<file path="src/rtl/cnt_ctrl.sv">
`default_nettype none
// ============================================================================
//  Module   : cnt_ctrl
//  Purpose  : Host-side register block for a multi-channel counter array.
//             CPU writes drive each channel's enable, compare value and
//             one-cycle load pulse. Each channel's int level is captured
//             into sticky W1C status with an overrun flag, and the masked
//             status is reduced into a single registered interrupt.
//
//  Ports    : clk    - system clock, rising edge
//             xrst   - asynchronous active-low reset
//             wr     - register write strobe (one cycle per access)
//             rd     - register read strobe (one cycle per access)
//             addr   - register address [3:0]
//             wdata  - write data [7:0]
//             rdata  - registered read data [7:0]
//             en_o   - per-channel counter enable [CH-1:0]
//             ld_o   - per-channel one-cycle load pulse [CH-1:0]
//             val_o  - per-channel compare values, channel i at [i*VW +: VW]
//             int_i  - per-channel match level, sampled every clk [CH-1:0]
//             irq    - registered interrupt to the CPU
//
//  Register map (bits [7:CH] read 0, writes to them ignored)
//             0x0 CTRL  RW   channel enables
//             0x1 STAT  W1C  sticky int status
//             0x2 MASK  RW   irq enables
//             0x3 OVR   W1C  sticky overrun status
//             0x4+i VAL_i    compare value of channel i, write loads it
//
//  Revision : 1.0 - initial release
// ============================================================================
module cnt_ctrl #(
   parameter int CH = 4,   // number of counter channels, 1..8
   parameter int VW = 8    // compare value width
) (
   input  logic             clk,
   input  logic             xrst,
   input  logic             wr,
   input  logic             rd,
   input  logic [3:0]       addr,
   input  logic [7:0]       wdata,
   output logic [7:0]       rdata,
   output logic [CH-1:0]    en_o,
   output logic [CH-1:0]    ld_o,
   output logic [CH*VW-1:0] val_o,
   input  logic [CH-1:0]    int_i,
   output logic             irq
);

   // -------------------------------------------------------------------------
   // Constants
   // -------------------------------------------------------------------------
   localparam logic [3:0] c_ADDR_CTRL = 4'h0;
   localparam logic [3:0] c_ADDR_STAT = 4'h1;
   localparam logic [3:0] c_ADDR_MASK = 4'h2;
   localparam logic [3:0] c_ADDR_OVR  = 4'h3;
   localparam logic [3:0] c_ADDR_VAL0 = 4'h4;

   // Number of compare-value bits that travel over the 8-bit data bus.
   localparam int c_RW_BITS = (VW < 8) ? VW : 8;

   // -------------------------------------------------------------------------
   // State
   // -------------------------------------------------------------------------
   logic [CH-1:0] ctrl_q, ctrl_d;
   logic [CH-1:0] stat_q, stat_d;
   logic [CH-1:0] mask_q, mask_d;
   logic [CH-1:0] ovr_q,  ovr_d;
   logic [CH-1:0] ld_q;
   logic [VW-1:0] val_q [CH];
   logic [7:0]    rdata_q, rdata_d;
   logic          irq_q, irq_d;

   // -------------------------------------------------------------------------
   // Write decode
   // -------------------------------------------------------------------------
   logic          w_wr_ctrl;
   logic          w_wr_stat;
   logic          w_wr_mask;
   logic          w_wr_ovr;
   logic [CH-1:0] w_wr_val;
   logic [CH-1:0] w_wdata_ch;
   logic [CH-1:0] w_stat_clr;
   logic [CH-1:0] w_ovr_clr;
   logic [CH-1:0] w_ovr_set;
   logic [VW-1:0] w_val_wr;
   logic [7:0]    w_rd_word;

   assign w_wr_ctrl  = wr && (addr == c_ADDR_CTRL);
   assign w_wr_stat  = wr && (addr == c_ADDR_STAT);
   assign w_wr_mask  = wr && (addr == c_ADDR_MASK);
   assign w_wr_ovr   = wr && (addr == c_ADDR_OVR);
   assign w_wdata_ch = wdata[CH-1:0];

   // Addresses 0x4+CH..0xF match no channel, so they neither write nor load.
   generate
      for (genvar gi = 0; gi < CH; gi++) begin : g_ch
         assign w_wr_val[gi]           = wr && (addr == (c_ADDR_VAL0 + 4'(gi)));
         assign val_o[gi*VW +: VW]     = val_q[gi];
      end
   endgenerate

   // Bus data is zero-extended (or truncated) to the compare value width.
   always_comb begin
      w_val_wr                  = '0;
      w_val_wr[c_RW_BITS-1:0]   = wdata[c_RW_BITS-1:0];
   end

   // -------------------------------------------------------------------------
   // Status / overrun next state
   // -------------------------------------------------------------------------
   assign w_stat_clr = w_wr_stat ? w_wdata_ch : '0;
   assign w_ovr_clr  = w_wr_ovr  ? w_wdata_ch : '0;

   // An overrun is a new int arriving on a bit that is still pending and is
   // not being acknowledged in this same cycle.
   assign w_ovr_set  = int_i & stat_q & ~w_stat_clr;

   always_comb begin
      ctrl_d = w_wr_ctrl ? w_wdata_ch : ctrl_q;
      mask_d = w_wr_mask ? w_wdata_ch : mask_q;
      // OR-ing the set after the clear makes a simultaneous set win.
      stat_d = (stat_q & ~w_stat_clr) | int_i;
      ovr_d  = (ovr_q  & ~w_ovr_clr)  | w_ovr_set;
      // Built from the current registers, so irq trails STAT/MASK by a cycle.
      irq_d  = |(stat_q & mask_q);
   end

   // -------------------------------------------------------------------------
   // Read mux: uses pre-write register values, so a same-cycle write is not
   // visible in the returned data.
   // -------------------------------------------------------------------------
   always_comb begin
      w_rd_word = '0;
      case (addr)
         c_ADDR_CTRL: w_rd_word[CH-1:0] = ctrl_q;
         c_ADDR_STAT: w_rd_word[CH-1:0] = stat_q;
         c_ADDR_MASK: w_rd_word[CH-1:0] = mask_q;
         c_ADDR_OVR:  w_rd_word[CH-1:0] = ovr_q;
         default: begin
            for (int i = 0; i < CH; i++) begin
               if (addr == (c_ADDR_VAL0 + 4'(i))) begin
                  w_rd_word[c_RW_BITS-1:0] = val_q[i][c_RW_BITS-1:0];
               end
            end
         end
      endcase
      rdata_d = rd ? w_rd_word : rdata_q;
   end

   // -------------------------------------------------------------------------
   // Registers
   // -------------------------------------------------------------------------
   always_ff @(posedge clk or negedge xrst) begin
      if (!xrst) begin
         ctrl_q  <= '0;
         stat_q  <= '0;
         mask_q  <= '0;
         ovr_q   <= '0;
         ld_q    <= '0;
         rdata_q <= '0;
         irq_q   <= 1'b0;
         for (int i = 0; i < CH; i++) begin
            val_q[i] <= '0;
         end
      end else begin
         ctrl_q  <= ctrl_d;
         stat_q  <= stat_d;
         mask_q  <= mask_d;
         ovr_q   <= ovr_d;
         // A load pulse lasts exactly the cycle after each VAL write, so
         // back-to-back writes give contiguous pulses.
         ld_q    <= w_wr_val;
         rdata_q <= rdata_d;
         irq_q   <= irq_d;
         for (int i = 0; i < CH; i++) begin
            if (w_wr_val[i]) begin
               val_q[i] <= w_val_wr;
            end
         end
      end
   end

   // -------------------------------------------------------------------------
   // Outputs
   // -------------------------------------------------------------------------
   assign en_o  = ctrl_q;
   assign ld_o  = ld_q;
   assign rdata = rdata_q;
   assign irq   = irq_q;

endmodule
`default_nettype wire

</file>
<file path="config.mk">
export PLATFORM = sky130hd
export DESIGN_NAME = cnt_ctrl
export DESIGN_NICKNAME = d
export VERILOG_FILES = /design/src/rtl/cnt_ctrl.sv
export SDC_FILE = /design/constraint.sdc
export NUM_CORES = 1
export LEC_CHECK = 0
export CAP_MARGIN = 20
export CORE_MARGIN = 2
export CORE_UTILIZATION = 39
export CTS_BUF_LIST = sky130_fd_sc_hd__clkbuf_16
export CTS_CLUSTER_DIAMETER = 100
export DETAILED_ROUTE_END_ITERATION = 6
export PLACE_DENSITY = 0.68
export SLEW_MARGIN = 10
export SYNTH_ARGS = -nofsm -noshare
export SYNTH_HDL_FRONTEND = slang
export SYNTH_SLANG_ARGS = --single-unit
</file>
<file path="constraint.sdc">
create_clock -name clk -period 1.3 [get_ports clk]
set_clock_uncertainty 0.1 [all_clocks]
set_input_delay 0.26 -clock clk [delete_from_list [all_inputs] [get_ports clk]]
set_output_delay 0.26 -clock clk [all_outputs]
set_load 0.05 [all_outputs]
</file>
### Word-level counts from Yosys, hierarchy flattened

Index checks and enable logic that the tools add are counted.

* equal/unequal tests: 7
* mux-type cells: 8
* bitwise logic cells: 9
* reduce and logical (&&, ||, !) cells: 11

Operators with widths (count)
* 8-bit two-way mux: 4
* 4-bit AND: 5
* 4-bit by 3-bit == test with 1-bit output (second input constant): 4
* 4-bit case mux with 4 select lines: 1
* 4-bit two-way mux: 3
* 4-bit by 2-bit == test with 1-bit output (second input constant): 2
* 1-bit logical AND: 8
* 4-bit NOT: 2
* 4-bit bitwise OR: 2
* 4-bit OR reduction: 2
* 4-bit by 1-bit == test with 1-bit output (second input constant): 1
* 4-bit zero test: 1

* register bits after elaboration: 61
* input port bits: 20
* output and inout bits: 49

### Logic depth before layout (Yosys ltp)

* word-level depth: 6
* mapped depth: 5

### Worst setup path after synthesis

OpenSTA, ideal clock, no wires.

* kind: register -> register
* start: register val_q (netlist bit val_o[11])
* end: register rdata_q[3] (netlist: rdata[3])
* setup time: 0.120 ns
* arrival time: 1.395 ns
* data required time: 1.080 ns
* setup slack: -0.316 ns
* cell stages (with the launch flop): 4
* path buffers: 0
* clock period less this slack: 1.616 ns
* path through: dfrtp_1 > mux4_1 > nand2b_1 > a41o_1

* cells in the longest elaborated chain, start to end: 4

Ends and longest elaborated chain
* start, declared: RTL line 70 `logic [VW-1:0] val_q [CH];`
* start signal, assigned by index: RTL line 178 `val_q[i] <= w_val_wr;`
* 8-bit two-way mux (3 in a row): RTL line 142 `if (addr == (c_ADDR_VAL0 + 4'(i))) begin`
* 4-bit case mux with 4 select lines: RTL line 135 `case (addr)`
* end signal, assigned: RTL line 174 `rdata_q <= rdata_d;`
* end, declared: RTL line 71 `logic [7:0] rdata_q, rdata_d;`

No other way between the ends.
A chain may end at the register's enable or synchronous reset.

### Final worst setup path

* start: register val_q (netlist bit val_o[24])
* end: register rdata_q[0] (netlist: rdata[0])

* cells in the longest elaborated chain, start to end: 2

Ends and longest elaborated chain (RTL line)
* 8-bit two-way mux: 142
* 4-bit case mux with 4 select lines: 135

No other way between the ends.

==> flow_summary.yaml <==
sta:
  timing.final.ws_setup_ps: -135
  final_hold_viol_count: 0
  fmaxAchievable_mhz: 697
  final.period_utilization: 1.10
  slew_viol_final: 0
  period_needed_ps: 1440
  timing.setup.tns_ps: -2190
  worst_slew_pin_slew_ps: 323
  slew_headroom: 0.785
  setup_repair_after_global_routing_missed_its_margin: "true"
  finalSetupViolCount: 41
  hold_ws_ps: 366
detailed_routing:
  drt_total_wl_um: 8640
  count_of_nets_left_with_antenna_violations_after_detail_routing: 0
  detail_route.wl_per_cell_um: 19.0
  dr_vias: 2302
  dr.first_iter.drc_count: 150
  tritonroute_pass_1_iters: 4
  drcViolationCount: 0
  avgViaCountPerCell: 5.06
synth:
  synth.largest_area_cell: "sky130_fd_sc_hd__dfrtp_1"
  ys.flop_type: "sky130_fd_sc_hd__dfrtp_1"
  synth_cells: 197
  synth.lib_cells_used.distinct: 34
  syn-mean-instance-area_um2: 14.0
  syn-cell-area_mm2: 0.00276
  synth_enable_flop_cells: 0
  dominant_combinational_cell_family_by_area_after_synthesis: "multiplexers"
  yosys_register_bits: 61
  synth_simple_gate_area_frac: 0.0879
  yosys.area_share.adder: 0
  yosys-top-cells-area: "sky130_fd_sc_hd__dfrtp_1 (55%), sky130_fd_sc_hd__mux2_2 (16%), sky130_fd_sc_hd__mux4_1 (4.8%), sky130_fd_sc_hd__mux4_2 (2.4%), sky130_fd_sc_hd__inv_1 (1.8%)"
  synth.mux.area_fraction: 0.250
  synth_compound_area_frac: 0.0634
  synth_nets: 217
  synth_warnings: 0
  synth_xor_xnor_area_share: 0
  synth_top_area_share: 0.553
  postSynth.asyncResetShare: 1.00
  synth-seq-area-share: 0.553
floorplanning:
  floorplan.io_pins: 69
  die_width_um: 88.2
  die_area_mm2: 0.00777
  design.core.area_mm2: 0.00683
  floorplan.rows: 30
  die_h_um: 88.2
  floorplan.initialDensity: 0.404
grt:
  grt.met3_usage: 0.0650
  grt_first_pass_wirelength_um: 13500
  grt.busiest_layer: "met2"
  grt_overflow: 0
  grt.met2_usage: 0.381
  grt_max_degree: 62
  antenna_found_initial: 0
  first_global_vias: 2499
  grt.met1_usage: 0.311
  grt_util_overall: 0.239
run:
  timing.max_cap.violations: 0
cts:
  clk_pin_slew_worst_paths_ps: 60
  worstSkewPairLatency_ps: 330
  clock-root-buffer: "sky130_fd_sc_hd__clkbuf_16"
  cts_max_level: 3
  cts_inserted_buffers: 9
  cts.sinks: 61
  tritoncts: "yes"
  ctsLongestPathBuffers: 2
setup_path:
  worst_ep_required_time_ps: 1410
  r2r_start: "val_o[24]"
  r2r_setup_slack_ps: -140
  rr_worst_depth: 3
  timing.critical_path.from_type: "register"
  crit_type: "reg -> reg"
  r2r-end: "rdata[0]"
  timing.critical_path.to_type: "register"
  arrival_ps: 1550
  crit_fanout: 2
placement:
  post_dp_cell_area_mm2: 0.00457
  io_buffers: 68
  place_congestion: 0.843
  post-place-ws_ps: -863
  detailed_place_hpwl_um: 5350
min_path:
  worst_hold_path_type: "in -> reg"
  holdPathEnd: "ld_o[0]"
  worst_hold_startpoint: "wr"
  hold-path-cell-count: 4
power_and_ir_drop:
  ir_drop_uv: 916
  power_w: 0.00949
  power.leakage_nw: 2.43
  powerDensity_mw_per_mm2: 1790
status:
  failed_checks: "setup timing"
  outcome: "complete, but fails checks"
finish:
  num-nets-final: 374
  area_growth_syn_to_fin_pct: 91.8
  diodes: 0
  num-fill-cells: 395
  stdcell_area_mm2: 0.00530
  post_route_cells_drive_above_1_share: 0.710
==> cell usage after synthesis (2+ instances only) <==
master,instances
sky130_fd_sc_hd__o2111ai_1,4
sky130_fd_sc_hd__and2b_1,2
sky130_fd_sc_hd__mux4_2,3
sky130_fd_sc_hd__o22ai_1,4
sky130_fd_sc_hd__nand3_1,4
sky130_fd_sc_hd__buf_6,4
sky130_fd_sc_hd__a22oi_1,2
sky130_fd_sc_hd__buf_2,2
sky130_fd_sc_hd__dfrtp_1,61
sky130_fd_sc_hd__a22o_1,4
sky130_fd_sc_hd__nor2b_1,4
sky130_fd_sc_hd__or2_2,4
sky130_fd_sc_hd__inv_1,13
sky130_fd_sc_hd__nand2b_1,4
sky130_fd_sc_hd__mux4_1,5
sky130_fd_sc_hd__mux2_2,40
sky130_fd_sc_hd__a31oi_1,4
sky130_fd_sc_hd__mux2i_1,4
sky130_fd_sc_hd__a41o_1,4
sky130_fd_sc_hd__nand2_1,11
==> report_power, final <==
group | internal, W | switching [W]
sequential | 0.00228 | 0.000322
clock | 0.00186 | 0.000856
combinational | 0.00233 | 0.00185
total | 0.00646 | 0.00303
==> critical path: stages, from the launching register on <==
cell,delay [ps]
sky130_fd_sc_hd__dfrtp_2,410
sky130_fd_sc_hd__mux4_2,480
sky130_fd_sc_hd__nand2b_4,150
sky130_fd_sc_hd__a41o_1,180
==> layer usage <==
| layer | vias to the layer above | part of all wire |
|---|---|---|
| li1 | 1031 | - |
| met1 | 1169 | 0.42 |
| met2 | 84 | 0.50 |
| met3 | 18 | 0.049 |
| met4 | 0 | 0.027 |
| met5 | - | 0 |
==> repair_timing <==
action,in CTS,in global routing
setup endpoints to repair,90,65
endpoints found under the hold margin,61,0
gates resized for setup,57,17
hold buffers,1,0
gates cloned,4,0
pin swaps,6,4
setup buffers,17,7
==> through the flow <==
stage | utilization | cells
finish | 0.775 | 455
global route | 0.775 | 455
CTS | 0.761 | 448
detailed placement | 0.668 | 412
global placement | 0.668 | 412
floorplan | - | 197
==> flip-flops by register name (all words and copies together) (netlist names) <==
signal,cells
irq,1
rdata,8
val_o,32
stat_q,4
ld_o,4
en_o,4
mask_q,4
ovr_q,4
==> kinds of logic after synthesis <==
| family | count (synthesis) |
|---|---|
| compound gates | 22 |
| mux | 52 |
| simple gates | 40 |
| buf+inv | 22 |
| flops | 61 |
==> cell usage in the layout (no fill, tap or decap), drive strengths merged <==
cell type / n
buf: 136
dfrtp: 61
mux2: 40
inv: 14
clkdlybuf4s50: 13
nand2: 13
clkbuf: 9
mux4: 8
a31oi: 4
nand3: 4
a22o: 4
or2: 4
o22ai: 4
nand2b: 4
o2111ai: 4
mux2i: 4
nor2b: 4
a41o: 4
and2: 4
clkinvlp: 3
bufinv: 3
nor3b: 2
a22oi: 2
and2b: 2
nor3: 2
nor2: 1
and3b: 1
and3: 1
nand3b: 1
dlygate4sd3: 1
clkdlybuf4s15: 1
dlygate4sd2: 1
==> how the worst max path moves through the flow <==
| stage | startpoint | to | slack [ps] | cells past startpoint |
|---|---|---|---|---|
| 5_1_grt | val_o[24] | rdata[0] | -160 | 3 |
| 3_5_place_dp | addr[0] | val_o[0] | -860 | 6 |
| 4_1_cts | val_o[18] | rdata[2] | -120 | 3 |
| 3_3_place_gp | addr[0] | val_o[7] | -790 | 6 |
| 6_report | val_o[24] | rdata[0] | -140 | 3 |
| 2_1_floorplan | val_o[24] | rdata[0] | -200 | 3 |
==> area by class of cell <==
cell class                      instances  area (um2)  share of cell area
Clock buffer                            9         225              0.0425
Tap cell                               96         120              0.0227
Clock inverter                          7         116              0.0220
Multi-Input combinational cell        117        1270               0.239
Timing Repair Buffer                  152        1950               0.368
Inverter                               13        48.8             0.00921
Sequential cell                        61        1570               0.296
(Power assumes the default switching activity.)
